**config.mk**
```make
export PLATFORM = sky130hd
export DESIGN_NAME = ula_seq
export DESIGN_NICKNAME = d
export VERILOG_FILES = /design/src/rtl/ula_pkg.sv /design/src/rtl/ula_comb.sv /design/src/rtl/ula_seq.sv
export SDC_FILE = /design/constraint.sdc
export NUM_CORES = 1
export LEC_CHECK = 0
export CAP_MARGIN = 5
export CORE_AREA = 5 5 186 233
export CTS_BUF_LIST = sky130_fd_sc_hd__clkbuf_16
export DETAILED_ROUTE_END_ITERATION = 10
export DIE_AREA = 0 0 191 238
export SLEW_MARGIN = 20
export SYNTH_ARGS = -nofsm -noshare
export SYNTH_HDL_FRONTEND = slang
export SYNTH_HIERARCHICAL = 1
export SYNTH_SLANG_ARGS = --single-unit
```
**constraint.sdc**
```tcl
create_clock -name clk -period 6.5 [get_ports clk]
set_input_delay 1.3 -clock clk [delete_from_list [all_inputs] [get_ports clk]]
set_output_delay 1.3 -clock clk [all_outputs]
set_load 0.1 [all_outputs]
```
**src/rtl/ula_pkg.sv**
```systemverilog
// ula_pkg: opcode and FSM state encodings shared by the sequential ULA
// and its combinational single-cycle datapath.
package ula_pkg;

  // 4-bit opcodes; anything not listed is treated as an illegal single-cycle op
  localparam logic [3:0] OP_ADD = 4'b0000;
  localparam logic [3:0] OP_SUB = 4'b0001;
  localparam logic [3:0] OP_AND = 4'b0010;
  localparam logic [3:0] OP_OR  = 4'b0011;
  localparam logic [3:0] OP_XOR = 4'b0100;
  localparam logic [3:0] OP_SLT = 4'b0101;
  localparam logic [3:0] OP_SLL = 4'b0110;
  localparam logic [3:0] OP_SRL = 4'b0111;
  localparam logic [3:0] OP_SRA = 4'b1000;
  localparam logic [3:0] OP_MUL = 4'b1001;

  // FSM state encoding
  localparam logic [1:0] IDLE  = 2'd0;
  localparam logic [1:0] SHIFT = 2'd1;
  localparam logic [1:0] MUL   = 2'd2;
  localparam logic [1:0] DONE  = 2'd3;

  // Everything except the serial shifts and the multiplier finishes in one cycle
  function automatic logic is_single_cycle(input logic [3:0] op);
    return !(op == OP_SLL || op == OP_SRL || op == OP_SRA || op == OP_MUL);
  endfunction

endpackage

```
**src/rtl/ula_comb.sv**
```systemverilog
// ula_comb: combinational single-cycle datapath.
//   a, b   : operands
//   f      : opcode
//   result : ADD/SUB/AND/OR/XOR/SLT result, 0 for any other code
//   c, v   : carry out / signed overflow for ADD and SUB, else 0
module ula_comb
  import ula_pkg::*;
#(
  parameter int WIDTH = 32
) (
  input  logic [WIDTH-1:0] a,
  input  logic [WIDTH-1:0] b,
  input  logic [3:0]       f,
  output logic [WIDTH-1:0] result,
  output logic             c,
  output logic             v
);

  logic             sub;
  logic [WIDTH-1:0] bx;
  logic [WIDTH:0]   full;
  logic             c_msb;
  logic             v_as;

  // SUB and SLT both use A + ~B + 1
  assign sub  = (f != OP_ADD);
  assign bx   = sub ? ~b : b;
  assign full = {1'b0, a} + {1'b0, bx} + (WIDTH+1)'(sub);

  // carry into the MSB recovered from the MSB sum bit: s = a ^ b ^ cin
  assign c_msb = a[WIDTH-1] ^ bx[WIDTH-1] ^ full[WIDTH-1];
  assign v_as  = c_msb ^ full[WIDTH];

  always_comb begin
    result = '0;
    c      = 1'b0;
    v      = 1'b0;
    case (f)
      OP_ADD, OP_SUB: begin
        result = full[WIDTH-1:0];
        c      = full[WIDTH];
        v      = v_as;
      end
      OP_AND: result = a & b;
      OP_OR:  result = a | b;
      OP_XOR: result = a ^ b;
      // signed less-than: sign of the difference corrected by overflow
      OP_SLT: result = WIDTH'(full[WIDTH-1] ^ v_as);
      default: ;
    endcase
  end

endmodule

```
**src/rtl/ula_seq.sv**
```systemverilog
// ula_seq: multi-cycle ULA with valid/ready handshake on both sides.
//   clk, rst             : clock, synchronous active-high reset
//   in_valid / in_ready  : operation handshake (A, B, f latched on accept)
//   A, B, f              : operands and opcode; shifts use B[SHW-1:0]
//   out_valid / out_ready: result handshake
//   saida, z, n, c, v    : result and flags, held while out_valid && !out_ready
// Shifts move one bit per cycle; MUL is a WIDTH-cycle shift-add.
module ula_seq
  import ula_pkg::*;
#(
  parameter int WIDTH = 32
) (
  input  logic             clk,
  input  logic             rst,
  input  logic             in_valid,
  output logic             in_ready,
  input  logic [WIDTH-1:0] A,
  input  logic [WIDTH-1:0] B,
  input  logic [3:0]       f,
  output logic             out_valid,
  input  logic             out_ready,
  output logic [WIDTH-1:0] saida,
  output logic             z,
  output logic             n,
  output logic             c,
  output logic             v
);

  localparam int SHW = $clog2(WIDTH);
  // counter must hold WIDTH itself for the multiplier
  localparam int CW  = $clog2(WIDTH + 1);

  logic [1:0]       state;
  logic [3:0]       op;
  logic [CW-1:0]    cnt;
  logic [WIDTH-1:0] sh, acc, mcand, mplier;
  logic [WIDTH-1:0] sh_nxt, acc_nxt;
  logic [SHW-1:0]   amt;
  logic             last;

  logic [WIDTH-1:0] comb_res;
  logic             comb_c, comb_v;

  logic             ld;
  logic [WIDTH-1:0] ld_val;
  logic             ld_c, ld_v;

  ula_comb #(.WIDTH(WIDTH)) u_comb (
    .a      (A),
    .b      (B),
    .f      (f),
    .result (comb_res),
    .c      (comb_c),
    .v      (comb_v)
  );

  assign amt       = B[SHW-1:0];
  assign last      = (cnt == CW'(1));
  assign in_ready  = (state == IDLE) && !rst;
  assign out_valid = (state == DONE);

  always_comb begin
    case (op)
      OP_SLL:  sh_nxt = sh << 1;
      OP_SRL:  sh_nxt = sh >> 1;
      default: sh_nxt = {sh[WIDTH-1], sh[WIDTH-1:1]};
    endcase
  end

  assign acc_nxt = mplier[0] ? acc + mcand : acc;

  // Result load: the one place saida/flags are written, so they stay
  // frozen through DONE regardless of backpressure.
  always_comb begin
    ld     = 1'b0;
    ld_val = '0;
    ld_c   = 1'b0;
    ld_v   = 1'b0;
    case (state)
      IDLE: if (in_valid && in_ready) begin
        if (is_single_cycle(f)) begin
          ld     = 1'b1;
          ld_val = comb_res;
          ld_c   = comb_c;
          ld_v   = comb_v;
        end else if (f != OP_MUL && amt == '0) begin
          ld     = 1'b1;
          ld_val = A;
        end
      end
      SHIFT: if (last) begin
        ld     = 1'b1;
        ld_val = sh_nxt;
      end
      MUL: if (last) begin
        ld     = 1'b1;
        ld_val = acc_nxt;
      end
      default: ;
    endcase
  end

  always_ff @(posedge clk) begin
    if (rst) begin
      state  <= IDLE;
      op     <= OP_ADD;
      cnt    <= '0;
      sh     <= '0;
      acc    <= '0;
      mcand  <= '0;
      mplier <= '0;
      saida  <= '0;
      z      <= 1'b0;
      n      <= 1'b0;
      c      <= 1'b0;
      v      <= 1'b0;
    end else begin
      if (ld) begin
        saida <= ld_val;
        z     <= (ld_val == '0);
        n     <= ld_val[WIDTH-1];
        c     <= ld_c;
        v     <= ld_v;
      end
      case (state)
        IDLE: if (in_valid) begin
          op <= f;
          if (is_single_cycle(f)) begin
            state <= DONE;
          end else if (f == OP_MUL) begin
            acc    <= '0;
            mcand  <= A;
            mplier <= B;
            cnt    <= CW'(WIDTH);
            state  <= MUL;
          end else if (amt == '0) begin
            state <= DONE;
          end else begin
            sh    <= A;
            cnt   <= CW'(amt);
            state <= SHIFT;
          end
        end
        SHIFT: begin
          sh  <= sh_nxt;
          cnt <= cnt - CW'(1);
          if (last) state <= DONE;
        end
        MUL: begin
          acc    <= acc_nxt;
          mcand  <= mcand << 1;
          mplier <= mplier >> 1;
          cnt    <= cnt - CW'(1);
          if (last) state <= DONE;
        end
        DONE: if (out_ready) state <= IDLE;
        default: state <= IDLE;
      endcase
    end
  end

endmodule

```
==> results.md <==
Outcome:
- The flow ran to the end, and the final reports show no timing, DRC or antenna violations.

Timing:
- The largest clock skew in the final design is 0.01631 ns.
- The maximum clock rate is 161.8 MHz.
- Summed over all failing endpoints, the final setup total negative slack is 0 ns.
- Setup violations remaining at the end of the flow were counted as 0.
- The total count of hold-check failures in the final report came to 0.
- The final number of max-transition violations is 0.
- Setup repair after global routing left no endpoint under its margin.
- For the pin with the worst max-slew slack, the measured transition is 1.107 ns.
- The max-slew headroom at the worst pin is 26.20%.
- After layout, the worst path uses 95.07% of the clock period.
- The minimum clock period after layout is 6.180 ns.

Routing:
- The first routing iteration left 1045 violations.
- The DRC violations left is 0.
- In the final routed layout, each cell accounts on average for 20.89 um.
- The per-cell via count in the routed design is 5.712.
- Once detail routing completed, the nets flagged for antenna violations numbered 0.
- The first detailed-routing pass ran for 7 iterations.
- The via count is 14250.
- The final layout contains routed wiring with a total length of 52.12 mm.

Placed design:
- The final estimated routing congestion in global placement is 0.9536.
- In this run the tool buffered the top-level ports with 109 buffer cells.
- The HPWL reported at the end of detailed placement is 39.99 mm.
- Counting tap cells, the placed design contains a total of 2463 instances.

Power:
- The worst-case IR drop observed on VDD is 154.4 uV.
- The power density relative to cell area is 298.0 nW/um^2.
- In this run the static leakage power is 6.576 nW.

Cells and area:
- The total area of sequential cells is 3503 um^2.
- The number of fill cells in the layout is 4101.
- Excluding fillers, the count of instances in the completed layout stands at 2495.
- The multi-input combinational cells in the finished layout cover a total of 9906 um^2.
- In the final design database the tool counted 2137 nets.
- Of the cells placed in the final design, the portion with a size suffix greater than 1 is 9.470%.
- The area growth from synthesis to layout is 21.08%.
- The number of antenna cells inserted is 0.
- The utilization after layout is 41.77%.

Synth:
- sky130_fd_sc_hd__dfxtp_1 takes more of the synthesized area than any other cell.
- The commonest cells after synthesis are 224 x sky130_fd_sc_hd__nor2_1, 175 x sky130_fd_sc_hd__dfxtp_1, 173 x sky130_fd_sc_hd__nand2_1.
- The number of nets in the synthesized netlist is 2014.
- The fraction of post-synthesis cell area in the top cell type by area is 24.88%.
- Sequential cells were found to cover 24.88% of the synthesized design area.
- After synthesis, the share of flip-flops with an asynchronous set or reset is 0%.
- Each instance of the synthesized netlist takes up on average 7.791 um^2.
- Synthesis handed over a netlist of 1807 instances.
- The netlist uses 83 different library cells.
- The number of enable flip-flop cells after synthesis is 0.
- In this run, synthesis produced a sequential element count of 175.
- The count of synthesis-stage warnings from yosys is 6.
- The most common cell in the synthesized netlist is sky130_fd_sc_hd__nor2_1.
- Ranked by total cell area, the synthesized netlist is headed by sky130_fd_sc_hd__dfxtp_1 25%, sky130_fd_sc_hd__ha_1 12%, sky130_fd_sc_hd__mux2i_1 7.1%, sky130_fd_sc_hd__nor2_1 6.0%, sky130_fd_sc_hd__a21oi_1 4.8%.
- The synthesized cell area is 14080 um^2.
- The most common flop cell mapped by yosys is sky130_fd_sc_hd__dfxtp_1.

GRT:
- Global routing finished with a remaining overflow of 0.
- The number of antenna violations at the first check in global routing is 0.
- Global routing consumed, over all layers together, 22.21% of the routing resources.
- The number of global-route vias before repair is 13820.
- The first global-routing pass estimated 78.83 mm of wire.
- The largest net degree at the start of global routing is 96.

Worst setup path:
- In this run the worst path has a maximum fanout of 20.
- Data arrives at the worst endpoint at 6.57 ns.
- STA classifies the critical path endpoint as a register.
- The largest stage delay on the critical path is 0.75 ns.
- The class of the most critical setup path is in2reg.
- Walking the worst path, the cells encountered are clkdlybuf4s50_1 -> nor4_4 -> buf_12 -> buf_12 -> xnor2_1 -> ha_1 -> o211a_1 -> a211oi_1 -> o31ai_2 -> buf_4 -> a211oi_1 -> o41ai_1 -> a21oi_1 -> xnor2_1 -> o21ai_0 -> a22oi_1 -> o21ai_0 -> a221oi_1 -> o211ai_1 -> or4_1 -> o32ai_2.
- The startpoint type of the worst setup path is an input port.
- For this design, the slowest cell found on the critical path is sky130_fd_sc_hd__o41ai_1.
- At the worst endpoint, the required time is 6.89 ns.

Clock tree:
- The tree is rooted in a sky130_fd_sc_hd__clkbuf_16.
- Once the clock tree was built, the resizer swapped 0 gates to a different size.
- No sink is reached through more buffers than the 2 on the longest clock path.
- The number of sinks driven by the clock tree is 175.
- The clock tree from TritonCTS is yes.
- The clock latency of the later-clocked register in the worst-skew pair is 0.47 ns.
- Clock-pin slew was measured on the worst setup and hold paths at 0.09 ns.
- TritonCTS created 17 clock buffers.
- In this run, post-CTS hold repair placed 0 buffers.
- The H-tree depth reported by CTS is 4.
- The post-CTS setup-driven buffer insertion count is 0.

Floorplanning:
- The overall die width is 191 um.
- The floorplan has 83 rows.
- The height of the die is 238 um.
- The top-level port count is 110.
- The effective utilization at floorplan is 34.50%.
- The die covers 45460 um^2.
- After floorplanning, the core was sized to cover 40810 um^2.

Flow run:
- The number of maximum-capacitance violations is 0.

Worst hold path:
- The path class of the tightest hold or removal check is reg2reg.
[flip-flops by register name (all words and copies together), names as in the netlist, 2 cells and up]
signal and count:
saida 32, state 2, mcand 32, op 4, mplier 32, acc 32
sh 32, cnt 6
[metal layers]
| metal | up-vias | global-route usage (%) | routed length, um |
|---|---|---|---|
| met2 | 455 | 40.52 | 26490 |
| met3 | 117 | 2.736 | 2307 |
| met4 | 0 | 10.89 | 2692 |
| li1 | 6867 | - | - |
| met5 | - | 0 | 0 |
| met1 | 6812 | 25.46 | 20630 |
[final timing paths]
| check | startpoint | endpoint | slack (ns) | cells after the start |
|---|---|---|---|---|
| setup / recovery | f[0] | z | 0.32 | 21 |
| hold / removal | c | c | 0.46 | 2 |
| setup reg to reg | state[0] | z | 2.43 | 12 |
| hold reg to reg | c | c | 0.46 | 2 |
[metrics by stage]
step                total power, mW  instance area [um^2]  worst slack (ns)  hold WS, ns
CTS                           5.078                 17040            0.3621       0.4614
floorplan                     3.162                 14080            0.7144       0.4316
global route                  5.354                 17050           0.02951       0.4878
finish                        5.080                 17050            0.3205       0.4581
global placement              3.909                 16390         -0.001109       0.4462
detailed placement            3.940                 16390           -0.1008       0.4516
[cells in the final DEF (no fill, tap or decap), drive strengths merged, types with 7 or more instances in the layout]
master and n:
a221oi 39, and3 7, mux2i 100, nor3 25
dfxtp 175, a21o 31, a31oi 16, xor2 25
nand3 30, a222oi 8, nor2b 7, a221o 12
clkdlybuf4s50 108, inv 92, nand2 173, xnor2 65
nor4 7, a21oi 135, nand4 17, o21a 9
ha 133, nor2 224, and2 8, o211ai 37
o221ai 7, a211oi 86, o21bai 13, a22oi 34
o21ai 81, buf 114, clkbuf 17
[cell type report]
class / count / area share [%]
Clock inverter: 15 / 1.314
Tap cell: 552 / 4.052
Clock buffer: 17 / 2.496
Sequential cell: 175 / 20.55
Multi-Input combinational cell: 1429 / 58.11
Inverter: 85 / 1.872
Timing Repair Buffer: 222 / 11.60
[report_power, final]
group | leakage [nW] | internal, mW | switching [mW]
Sequential | 1.42 | 1.27 | 0.166
Combinational | 4.84 | 0.858 | 1.64
Clock | 0.318 | 0.597 | 0.544
[cells by family after synthesis]
kind of cell / Yosys count / synth area share, %
AO/OA/AOI/OAI: 566 / 27.81
AND/OR/NAND/NOR: 535 / 16.73
buffers and inverters: 203 / 5.519
flip-flops: 175 / 24.88
adder cells (fa/ha/maj): 135 / 12.10
multiplexers: 103 / 7.350
XOR/XNOR: 90 / 5.599
[worst max-delay path, delay by kind of cell]
family / cells / cell delay, ns
AO/OA/AOI/OAI: 12 / 2.72
AND/OR/NAND/NOR: 2 / 0.79
buffers and inverters: 4 / 1.06
XOR/XNOR: 2 / 0.28
adder cells (fa/ha/maj): 1 / 0.39
Power figures use the tool's default switching activity.
